$ cat src/rtl/alu_pkg.sv
// ----------------------------------------------------------------------------
// alu_pkg: shared types and constants for the ALU command sequencer. Rev 1.0
// ----------------------------------------------------------------------------
`default_nettype none

package alu_pkg;

   typedef enum logic [2:0] {
      S_IDLE      = 3'd0,
      S_BEAT_OP1  = 3'd1,
      S_BEAT_OP2  = 3'd2,
      S_BEAT_OPC  = 3'd3,
      S_BEAT_EXEC = 3'd4,
      S_GAP       = 3'd5,
      S_WAIT_DONE = 3'd6,
      S_RESP      = 3'd7
   } state_t;

   localparam logic [3:0] OP_ADD  = 4'd0;
   localparam logic [3:0] OP_SUB  = 4'd1;
   localparam logic [3:0] OP_AND  = 4'd2;
   localparam logic [3:0] OP_OR   = 4'd3;
   localparam logic [3:0] OP_NOT  = 4'd4;
   localparam logic [3:0] OP_NAND = 4'd5;
   localparam logic [3:0] OP_NOR  = 4'd6;

   localparam int ST_DONE  = 0;
   localparam int ST_CARRY = 1;
   localparam int ST_ZERO  = 2;
   localparam int ST_SIGN  = 3;

   localparam int BEAT_COUNT = 4;

endpackage

`default_nettype wire

$ cat src/rtl/alu_cmd_sequencer_if.sv
// ----------------------------------------------------------------------------
// alu_cmd_sequencer_if: command, ALU and response signals of the sequencer. Rev 1.0
// ----------------------------------------------------------------------------
`default_nettype none

interface alu_cmd_sequencer_if;
   logic       cmd_valid;
   logic       cmd_ready;
   logic [3:0] cmd_op1;
   logic [3:0] cmd_op2;
   logic [3:0] cmd_opcode;
   logic [3:0] alu_data;
   logic       alu_process;
   logic       alu_reset;
   logic [3:0] alu_result;
   logic [3:0] alu_status;
   logic       rsp_valid;
   logic       rsp_ready;
   logic [3:0] rsp_result;
   logic [2:0] rsp_flags;
   logic       rsp_error;
   logic       busy;

   // master is the sequencer; slave is everything around it (host and ALU)
   modport master (
      input  cmd_valid, cmd_op1, cmd_op2, cmd_opcode, alu_result, alu_status, rsp_ready,
      output cmd_ready, alu_data, alu_process, alu_reset, rsp_valid, rsp_result,
             rsp_flags, rsp_error, busy
   );

   modport slave (
      output cmd_valid, cmd_op1, cmd_op2, cmd_opcode, alu_result, alu_status, rsp_ready,
      input  cmd_ready, alu_data, alu_process, alu_reset, rsp_valid, rsp_result,
             rsp_flags, rsp_error, busy
   );
endinterface

`default_nettype wire

$ cat src/rtl/seq_cycle_timer.sv
// ----------------------------------------------------------------------------
// seq_cycle_timer: loadable saturating down-counter with expiry flag. Rev 1.0
// ----------------------------------------------------------------------------
`default_nettype none

module seq_cycle_timer #(
   parameter int WIDTH = 8
) (
   input  logic             clk,
   input  logic             reset,
   input  logic             load_i,
   input  logic [WIDTH-1:0] load_value_i,
   output logic             expired_o
);

   logic [WIDTH-1:0] count_q;

   always_ff @(posedge clk) begin
      if (reset) begin
         count_q <= '0;
      end else if (load_i) begin
         count_q <= load_value_i;
      end else if (count_q != '0) begin
         count_q <= count_q - WIDTH'(1);
      end
   end

   assign expired_o = (count_q == '0);

endmodule

`default_nettype wire

$ cat src/rtl/alu_cmd_sequencer.sv
// ----------------------------------------------------------------------------
// alu_cmd_sequencer: serialises one command into ALU beats and returns one response. Rev 1.0
// ----------------------------------------------------------------------------
`default_nettype none

module alu_cmd_sequencer
   import alu_pkg::*;
#(
   parameter int GAP_CYCLES     = 0,
   parameter int TIMEOUT_CYCLES = 8,
   parameter int MAX_OPCODE     = 6
) (
   input  logic                clk,
   input  logic                reset,
   alu_cmd_sequencer_if.master bus
);

   localparam logic [3:0] c_max_opcode   = 4'(MAX_OPCODE);
   localparam logic [7:0] c_gap_load     = (GAP_CYCLES > 0) ? 8'(GAP_CYCLES - 1) : 8'd0;
   localparam logic [7:0] c_timeout_load = 8'(TIMEOUT_CYCLES - 1);

   state_t     state_q;
   state_t     next_beat_q;
   logic [3:0] op2_q;
   logic [3:0] opc_q;
   logic [3:0] alu_data_q;
   logic       alu_process_q;
   logic       flush_q;
   logic       rsp_valid_q;
   logic [3:0] rsp_result_q;
   logic [2:0] rsp_flags_q;
   logic       rsp_error_q;

   state_t     w_next_beat;
   state_t     w_beat_sel;
   logic [3:0] w_beat_data;
   logic       w_timer_load;
   logic [7:0] w_timer_value;
   logic       w_timer_expired;

   // Beat states last one cycle, so loading the timer there arms it for the following GAP/WAIT_DONE
   always_comb begin
      w_next_beat = S_BEAT_EXEC;
      if (state_q == S_BEAT_OP1) begin
         w_next_beat = S_BEAT_OP2;
      end else if (state_q == S_BEAT_OP2) begin
         w_next_beat = S_BEAT_OPC;
      end
      w_beat_sel    = (state_q == S_GAP) ? next_beat_q : w_next_beat;
      w_beat_data   = (w_beat_sel == S_BEAT_OP2) ? op2_q : opc_q;
      w_timer_load  = (state_q == S_BEAT_OP1) || (state_q == S_BEAT_OP2) ||
                      (state_q == S_BEAT_OPC) || (state_q == S_BEAT_EXEC);
      w_timer_value = (state_q == S_BEAT_EXEC) ? c_timeout_load : c_gap_load;
   end

   seq_cycle_timer #(
      .WIDTH (8)
   ) u_timer (
      .clk          (clk),
      .reset        (reset),
      .load_i       (w_timer_load),
      .load_value_i (w_timer_value),
      .expired_o    (w_timer_expired)
   );

   always_ff @(posedge clk) begin
      if (reset) begin
         state_q       <= S_IDLE;
         next_beat_q   <= S_BEAT_OP1;
         op2_q         <= '0;
         opc_q         <= '0;
         alu_data_q    <= '0;
         alu_process_q <= 1'b0;
         flush_q       <= 1'b0;
         rsp_valid_q   <= 1'b0;
         rsp_result_q  <= '0;
         rsp_flags_q   <= '0;
         rsp_error_q   <= 1'b0;
      end else begin
         alu_process_q <= 1'b0;
         flush_q       <= 1'b0;
         case (state_q)
            S_IDLE: begin
               if (bus.cmd_valid) begin
                  op2_q <= bus.cmd_op2;
                  opc_q <= bus.cmd_opcode;
                  if (bus.cmd_opcode > c_max_opcode) begin
                     rsp_valid_q  <= 1'b1;
                     rsp_error_q  <= 1'b1;
                     rsp_result_q <= '0;
                     rsp_flags_q  <= '0;
                     state_q      <= S_RESP;
                  end else begin
                     alu_process_q <= 1'b1;
                     alu_data_q    <= bus.cmd_op1;
                     state_q       <= S_BEAT_OP1;
                  end
               end
            end
            S_BEAT_OP1, S_BEAT_OP2, S_BEAT_OPC: begin
               if (GAP_CYCLES == 0) begin
                  alu_process_q <= 1'b1;
                  alu_data_q    <= w_beat_data;
                  state_q       <= w_next_beat;
               end else begin
                  next_beat_q <= w_next_beat;
                  state_q     <= S_GAP;
               end
            end
            S_GAP: begin
               if (w_timer_expired) begin
                  alu_process_q <= 1'b1;
                  alu_data_q    <= w_beat_data;
                  state_q       <= next_beat_q;
               end
            end
            S_BEAT_EXEC: begin
               state_q <= S_WAIT_DONE;
            end
            S_WAIT_DONE: begin
               if (bus.alu_status[ST_DONE]) begin
                  rsp_valid_q  <= 1'b1;
                  rsp_error_q  <= 1'b0;
                  rsp_result_q <= bus.alu_result;
                  rsp_flags_q  <= {bus.alu_status[ST_SIGN], bus.alu_status[ST_ZERO],
                                   bus.alu_status[ST_CARRY]};
                  state_q      <= S_RESP;
               end else if (w_timer_expired) begin
                  // ALU lost sync: flush it so the next command starts at its first-operand beat
                  flush_q      <= 1'b1;
                  rsp_valid_q  <= 1'b1;
                  rsp_error_q  <= 1'b1;
                  rsp_result_q <= '0;
                  rsp_flags_q  <= '0;
                  state_q      <= S_RESP;
               end
            end
            S_RESP: begin
               if (bus.rsp_ready) begin
                  rsp_valid_q <= 1'b0;
                  state_q     <= S_IDLE;
               end
            end
            default: begin
               state_q <= S_IDLE;
            end
         endcase
      end
   end

   assign bus.cmd_ready   = (state_q == S_IDLE);
   assign bus.busy        = (state_q != S_IDLE);
   assign bus.alu_data    = alu_data_q;
   assign bus.alu_process = alu_process_q;
   assign bus.alu_reset   = reset | flush_q;
   assign bus.rsp_valid   = rsp_valid_q;
   assign bus.rsp_result  = rsp_result_q;
   assign bus.rsp_flags   = rsp_flags_q;
   assign bus.rsp_error   = rsp_error_q;

endmodule

`default_nettype wire
$ cat src/flat_wrapper.sv
// flat-port wrapper written by rule: the top's interface ports become plain ports
module alu_cmd_sequencer_flat import alu_pkg::*;
#(
   parameter int GAP_CYCLES     = 0,
   parameter int TIMEOUT_CYCLES = 8,
   parameter int MAX_OPCODE     = 6
)
  (clk, reset, bus_cmd_valid, bus_cmd_op1, bus_cmd_op2, bus_cmd_opcode, bus_alu_result, bus_alu_status, bus_rsp_ready, bus_cmd_ready, bus_alu_data, bus_alu_process, bus_alu_reset, bus_rsp_valid, bus_rsp_result, bus_rsp_flags, bus_rsp_error, bus_busy);
  alu_cmd_sequencer_if bus_i ();
  input  logic clk;
  input  logic reset;
  input wire logic [$bits(bus_i.cmd_valid)-1:0] bus_cmd_valid;
  input wire logic [$bits(bus_i.cmd_op1)-1:0] bus_cmd_op1;
  input wire logic [$bits(bus_i.cmd_op2)-1:0] bus_cmd_op2;
  input wire logic [$bits(bus_i.cmd_opcode)-1:0] bus_cmd_opcode;
  input wire logic [$bits(bus_i.alu_result)-1:0] bus_alu_result;
  input wire logic [$bits(bus_i.alu_status)-1:0] bus_alu_status;
  input wire logic [$bits(bus_i.rsp_ready)-1:0] bus_rsp_ready;
  output wire logic [$bits(bus_i.cmd_ready)-1:0] bus_cmd_ready;
  output wire logic [$bits(bus_i.alu_data)-1:0] bus_alu_data;
  output wire logic [$bits(bus_i.alu_process)-1:0] bus_alu_process;
  output wire logic [$bits(bus_i.alu_reset)-1:0] bus_alu_reset;
  output wire logic [$bits(bus_i.rsp_valid)-1:0] bus_rsp_valid;
  output wire logic [$bits(bus_i.rsp_result)-1:0] bus_rsp_result;
  output wire logic [$bits(bus_i.rsp_flags)-1:0] bus_rsp_flags;
  output wire logic [$bits(bus_i.rsp_error)-1:0] bus_rsp_error;
  output wire logic [$bits(bus_i.busy)-1:0] bus_busy;
  assign bus_i.cmd_valid = bus_cmd_valid;
  assign bus_i.cmd_op1 = bus_cmd_op1;
  assign bus_i.cmd_op2 = bus_cmd_op2;
  assign bus_i.cmd_opcode = bus_cmd_opcode;
  assign bus_i.alu_result = bus_alu_result;
  assign bus_i.alu_status = bus_alu_status;
  assign bus_i.rsp_ready = bus_rsp_ready;
  assign bus_cmd_ready = bus_i.cmd_ready;
  assign bus_alu_data = bus_i.alu_data;
  assign bus_alu_process = bus_i.alu_process;
  assign bus_alu_reset = bus_i.alu_reset;
  assign bus_rsp_valid = bus_i.rsp_valid;
  assign bus_rsp_result = bus_i.rsp_result;
  assign bus_rsp_flags = bus_i.rsp_flags;
  assign bus_rsp_error = bus_i.rsp_error;
  assign bus_busy = bus_i.busy;
  alu_cmd_sequencer #(.GAP_CYCLES(GAP_CYCLES), .TIMEOUT_CYCLES(TIMEOUT_CYCLES), .MAX_OPCODE(MAX_OPCODE)) u_core (.clk(clk), .reset(reset), .bus(bus_i));
endmodule
$ cat config.mk
export PLATFORM = sky130hd
export DESIGN_NAME = alu_cmd_sequencer_flat
export DESIGN_NICKNAME = d
export VERILOG_FILES = /design/src/rtl/alu_pkg.sv /design/src/rtl/alu_cmd_sequencer_if.sv /design/src/rtl/seq_cycle_timer.sv /design/src/rtl/alu_cmd_sequencer.sv /design/src/flat_wrapper.sv
export SDC_FILE = /design/constraint.sdc
export NUM_CORES = 1
export LEC_CHECK = 0
export CAP_MARGIN = 20
export CORE_AREA = 2 2 79 81
export DETAILED_ROUTE_END_ITERATION = 10
export DIE_AREA = 0 0 81 83
export GPL_TIMING_DRIVEN = 0
export HOLD_SLACK_MARGIN = 0.03
export PLACE_DENSITY = 0.62
export SYNTH_ARGS = -nofsm -noshare
export SYNTH_HDL_FRONTEND = slang
export SYNTH_SLANG_ARGS = --single-unit
export TNS_END_PERCENT = 10
$ cat constraint.sdc
create_clock -name clk -period 2.13 [get_ports clk]
set_input_delay 0.426 -clock clk [delete_from_list [all_inputs] [get_ports clk]]
set_output_delay 0.426 -clock clk [all_outputs]
set_load 0.02 [all_outputs]
==> metrics.log <==
[metrics] hold-fix buffer count after cts: 0
[metrics] antenna violations before repair: 0
[metrics] total core area: roughly 5800 sq um
[metrics] warning count from the yosys run: 0
[metrics] residual antenna-violating net count after detailed routing: 0
[metrics] required time at the endpoint of the critical path: approximately 1700 ps
[metrics] startpoint types: flop
[metrics] Post-synth EDFFs: 0
[metrics] average cell area after synthesis: roughly 8.6 sq um
[metrics] Cells on Worst Hold Path: 2
[metrics] register-to-register path setup slack: 310 ps
[metrics] Nets: approximately 270
[metrics] max_slew headroom: 0.604
[metrics] register bit count reported by yosys: 34
[metrics] number of diodes added for antenna fixing: 0
[metrics] Inserted Clock Buffers: 5
[metrics] H-tree depth: 2
[metrics] effective utilization at floorplan: 0.294
[metrics] HPWL after detailed placement: 3.26 mm
[metrics] share of final-layout standard cells stronger than drive strength 1: 0.134
[metrics] met2 global-route usage: 0.210
[metrics] worst-case vdd ir drop: approximately 0.00038 V
[metrics] cell type group with the largest total delay on the critical path: buffers and inverters
[metrics] ratio of total power to cell area: about 1400 nW/um^2
[metrics] number of design-rule violations left by the first detailed-router iteration: between 70 and 80
[metrics] clk sink count: 34
[metrics] overall fraction of global-route tracks in use: 0.133
[metrics] routability congestion estimate: roughly 0.85
[metrics] worst hold-check slack: 455 ps
[metrics] number of cells traversed by the worst register-to-register path: 6
[metrics] detailed-route wire length: 4.24 mm
[metrics] part of the Yosys area used for sequential elements: 0.398
[metrics] Vias per Instance: just over 5
[metrics] final setup violating endpoints: 0
[metrics] detailed-route DRC error count: 0
[metrics] Post-Place Cell Area: 2200 sq um
[metrics] worst-case clock skew: 5.24 ps
[metrics] Synth Flop Type: dfxtp_1
[metrics] via count of the first global-routing pass: approximately 1.6k
[metrics] path type of the worst setup path: reg -> out
[metrics] hold wc startpoint: u_core.opc_q[2]
[metrics] maximum single-stage delay on the critical path: about 350 ps
[metrics] met1 Resource Use GR: 0.165
[metrics] worst-margin pin slew: around 590 ps
[metrics] class of the tightest hold or removal check: reg -> reg
[metrics] WL/cell: between 10 and 15 um
[metrics] CTS root buf: clkbuf_8
[metrics] Worst path slowest cell: or3_1
[metrics] clock tree from TritonCTS: done
[metrics] met3 Resource Use GR: 0.0380
[metrics] P&R area growth vs syn: 33.9%
[metrics] setup repair after global routing missed its margin: false
[metrics] Crit path buffers/inverters: 3
[metrics] fin worst setup slack: between 100 and 150 ps
[metrics] power consumption: 3180 uW
[metrics] worst hold path endpoint: u_core.opc_q[2]
[metrics] most frequent cells in the layout: clkdlybuf4s50_1 (36), dfxtp_1 (34), nand2_1 (28), a21oi_1 (18), o21ai_0 (12)
[metrics] Unique masters post-synth: 45
[metrics] vertical die dimension: roughly 83 um
[metrics] async set or reset register ratio after synthesis: 0
[metrics] number of port buffers: 40
[metrics] global-route wire length before repair: 7.12 mm
[metrics] reg-to-reg critical path endpoint: u_core.bus.alu_data[3]
[metrics] routing layer with the top usage in global route: met2
[metrics] fraction of the cycle the final worst path needs: 0.951
[metrics] peak clock frequency supported by timing: 494 MHz
[metrics] detailed-route via count: between 1.5k and 2k
[metrics] overall die width: 81 um
[metrics] reported max-cap violation count: 0
[metrics] status: completed
[metrics] endpoint kind of the worst setup timing path: output pin
[metrics] crit path max fanout: 10
[metrics] pin count of the biggest net entering global routing: 11
[metrics] most common library cell in the layout ignoring fill and taps: clkdlybuf4s50_1
[metrics] Leakage Power: 0.000828 uW
[metrics] Row Count: 28
[metrics] reg2reg start: u_core.u_timer.count_q[0]
[metrics] Clk pin slew, worst setup/hold paths: around 70 ps
[metrics] overall die area: ~6700 sq um
[metrics] total gr overflow: 0
[metrics] # IOs: 41
[metrics] Cell Chain, Critical Path: buf_2 -> or3_1 -> clkbuf_2 -> dlygate4sd2_1
[metrics] syn nets: 226
[metrics] worst-case setup slack after placement: -527 ps
[metrics] summed negative setup slack over all endpoints: 0 ps
[metrics] synthesized netlist cell count: 200
[metrics] crit path time final: around 2000 ps
[metrics] count of pins over their slew limit: 0
[metrics] Max Root-Sink Buffers: 2
[metrics] Non-Filler Cell Area, Final: 2290 sq um
[metrics] final number of hold-violating endpoints: 0
[metrics] clock latency of the later-clocked register in the worst-skew pair: between 200 and 300 ps
[metrics] length of the first detailed-routing pass in iterations: 4
[metrics] cell area after synthesis: between 1500 and 2000 sq um
[metrics] arrival time at the worst endpoint: around 1600 ps
[layer usage]
| layer | part of all wire | routed length, um |
|---|---|---|
| met4 | 0.025 | 106 |
| met5 | 0 | 0 |
| met1 | 0.46 | 1930 |
| met3 | 0.063 | 266 |
| met2 | 0.46 | 1930 |
[flip-flops by register name, indices dropped and copies added (netlist names)]
signal and flops:
u_core.bus.rsp_result 4, u_core.bus.rsp_valid 1, u_core.state_q 3, u_core.u_timer.count_q 8, u_core.bus.rsp_flags 3, u_core.op2_q 4, u_core.flush_q 1, u_core.opc_q 4
u_core.bus.rsp_error 1, u_core.bus.alu_process 1, u_core.bus.alu_data 4
[cell usage after synthesis, drive strengths merged, types with 2 or more instances]
cell type	count	area (sq um)
dfxtp	34	681
nand2	28	105
a21oi	18	90.1
o21ai	12	60.1
a31oi	11	83.8
nor2	10	45.0
nor2b	9	56.3
a22o	7	61.3
clkbuf	7	26.3
mux2	6	67.6
buf	5	23.8
inv	5	18.8
nor3	4	20.0
nor4	4	37.5
nor4bb	4	40.0
nand2b	3	18.8
or2	3	18.8
or4	3	26.3
ha	2	25.0
nand3	2	10.0
nor3b	2	15.0
o221ai	2	23.8
o22ai	2	12.5
xor2	2	17.5
[worst reg2reg max path, stage by stage, from the launching register on]
cell      delay [ps]
dfxtp_1          340
inv_1             80
ha_1             210
or3b_1           320
nor2_4            70
o221ai_2         320
mux2_2           380
[final cells by class]
cell class | instances | area, sq um
Buffer | 12 | 61.3
Clock buffer | 5 | 68.8
Clock inverter | 2 | 10.0
Fill cell | 620 | 3520
Inverter | 5 | 18.8
Multi-Input combinational cell | 149 | 966
Sequential cell | 34 | 681
Tap cell | 75 | 93.8
Timing Repair Buffer | 40 | 392
[power breakdown]
group | switching, uW | internal, uW | leakage (uW)
registers | 127 | 815 | 0.000278
logic | 1040 | 759 | 0.000506
clock network | 222 | 219 | 0.0000438
[worst max path at each step]
| stage | startpoint | endpoint | slack (ps) | cells after the start |
|---|---|---|---|---|
| global route | u_core.state_q[0] | bus_busy | 30 | 4 |
| floorplan | u_core.state_q[0] | u_core.bus.alu_data[0] | 250 | 7 |
| finish | u_core.state_q[0] | bus_busy | 100 | 4 |
| CTS | u_core.state_q[0] | bus_cmd_ready | 40 | 5 |
| detailed placement | reset | bus_alu_reset | -530 | 4 |
| global placement | reset | bus_alu_reset | -510 | 4 |
[timing repair]
item	CTS	global route
setup endpoints to repair	3	5
gates resized for setup	10	4
setup buffers	0	0
cloned	0	0
[cell families (layout without fill, tap and decap cells)]
kind of cell,Yosys count,count (layout),synth area share
compound gates,63,63,0.250
xor+xnor,2,2,0.0102
fa+ha+maj,2,2,0.0146
buf+inv,17,64,0.0402
flops,34,34,0.398
mux,6,6,0.0395
simple gates,76,76,0.247
[stage by stage]
| stage | utilization | instances |
|---|---|---|
| after detailed placement | 0.379 | 315 |
| after global placement | 0.379 | 315 |
| after CTS | 0.394 | 322 |
| final | 0.394 | 322 |
| after global routing | 0.394 | 322 |
| after floorplan | - | 200 |
(Power assumes the default switching activity.)
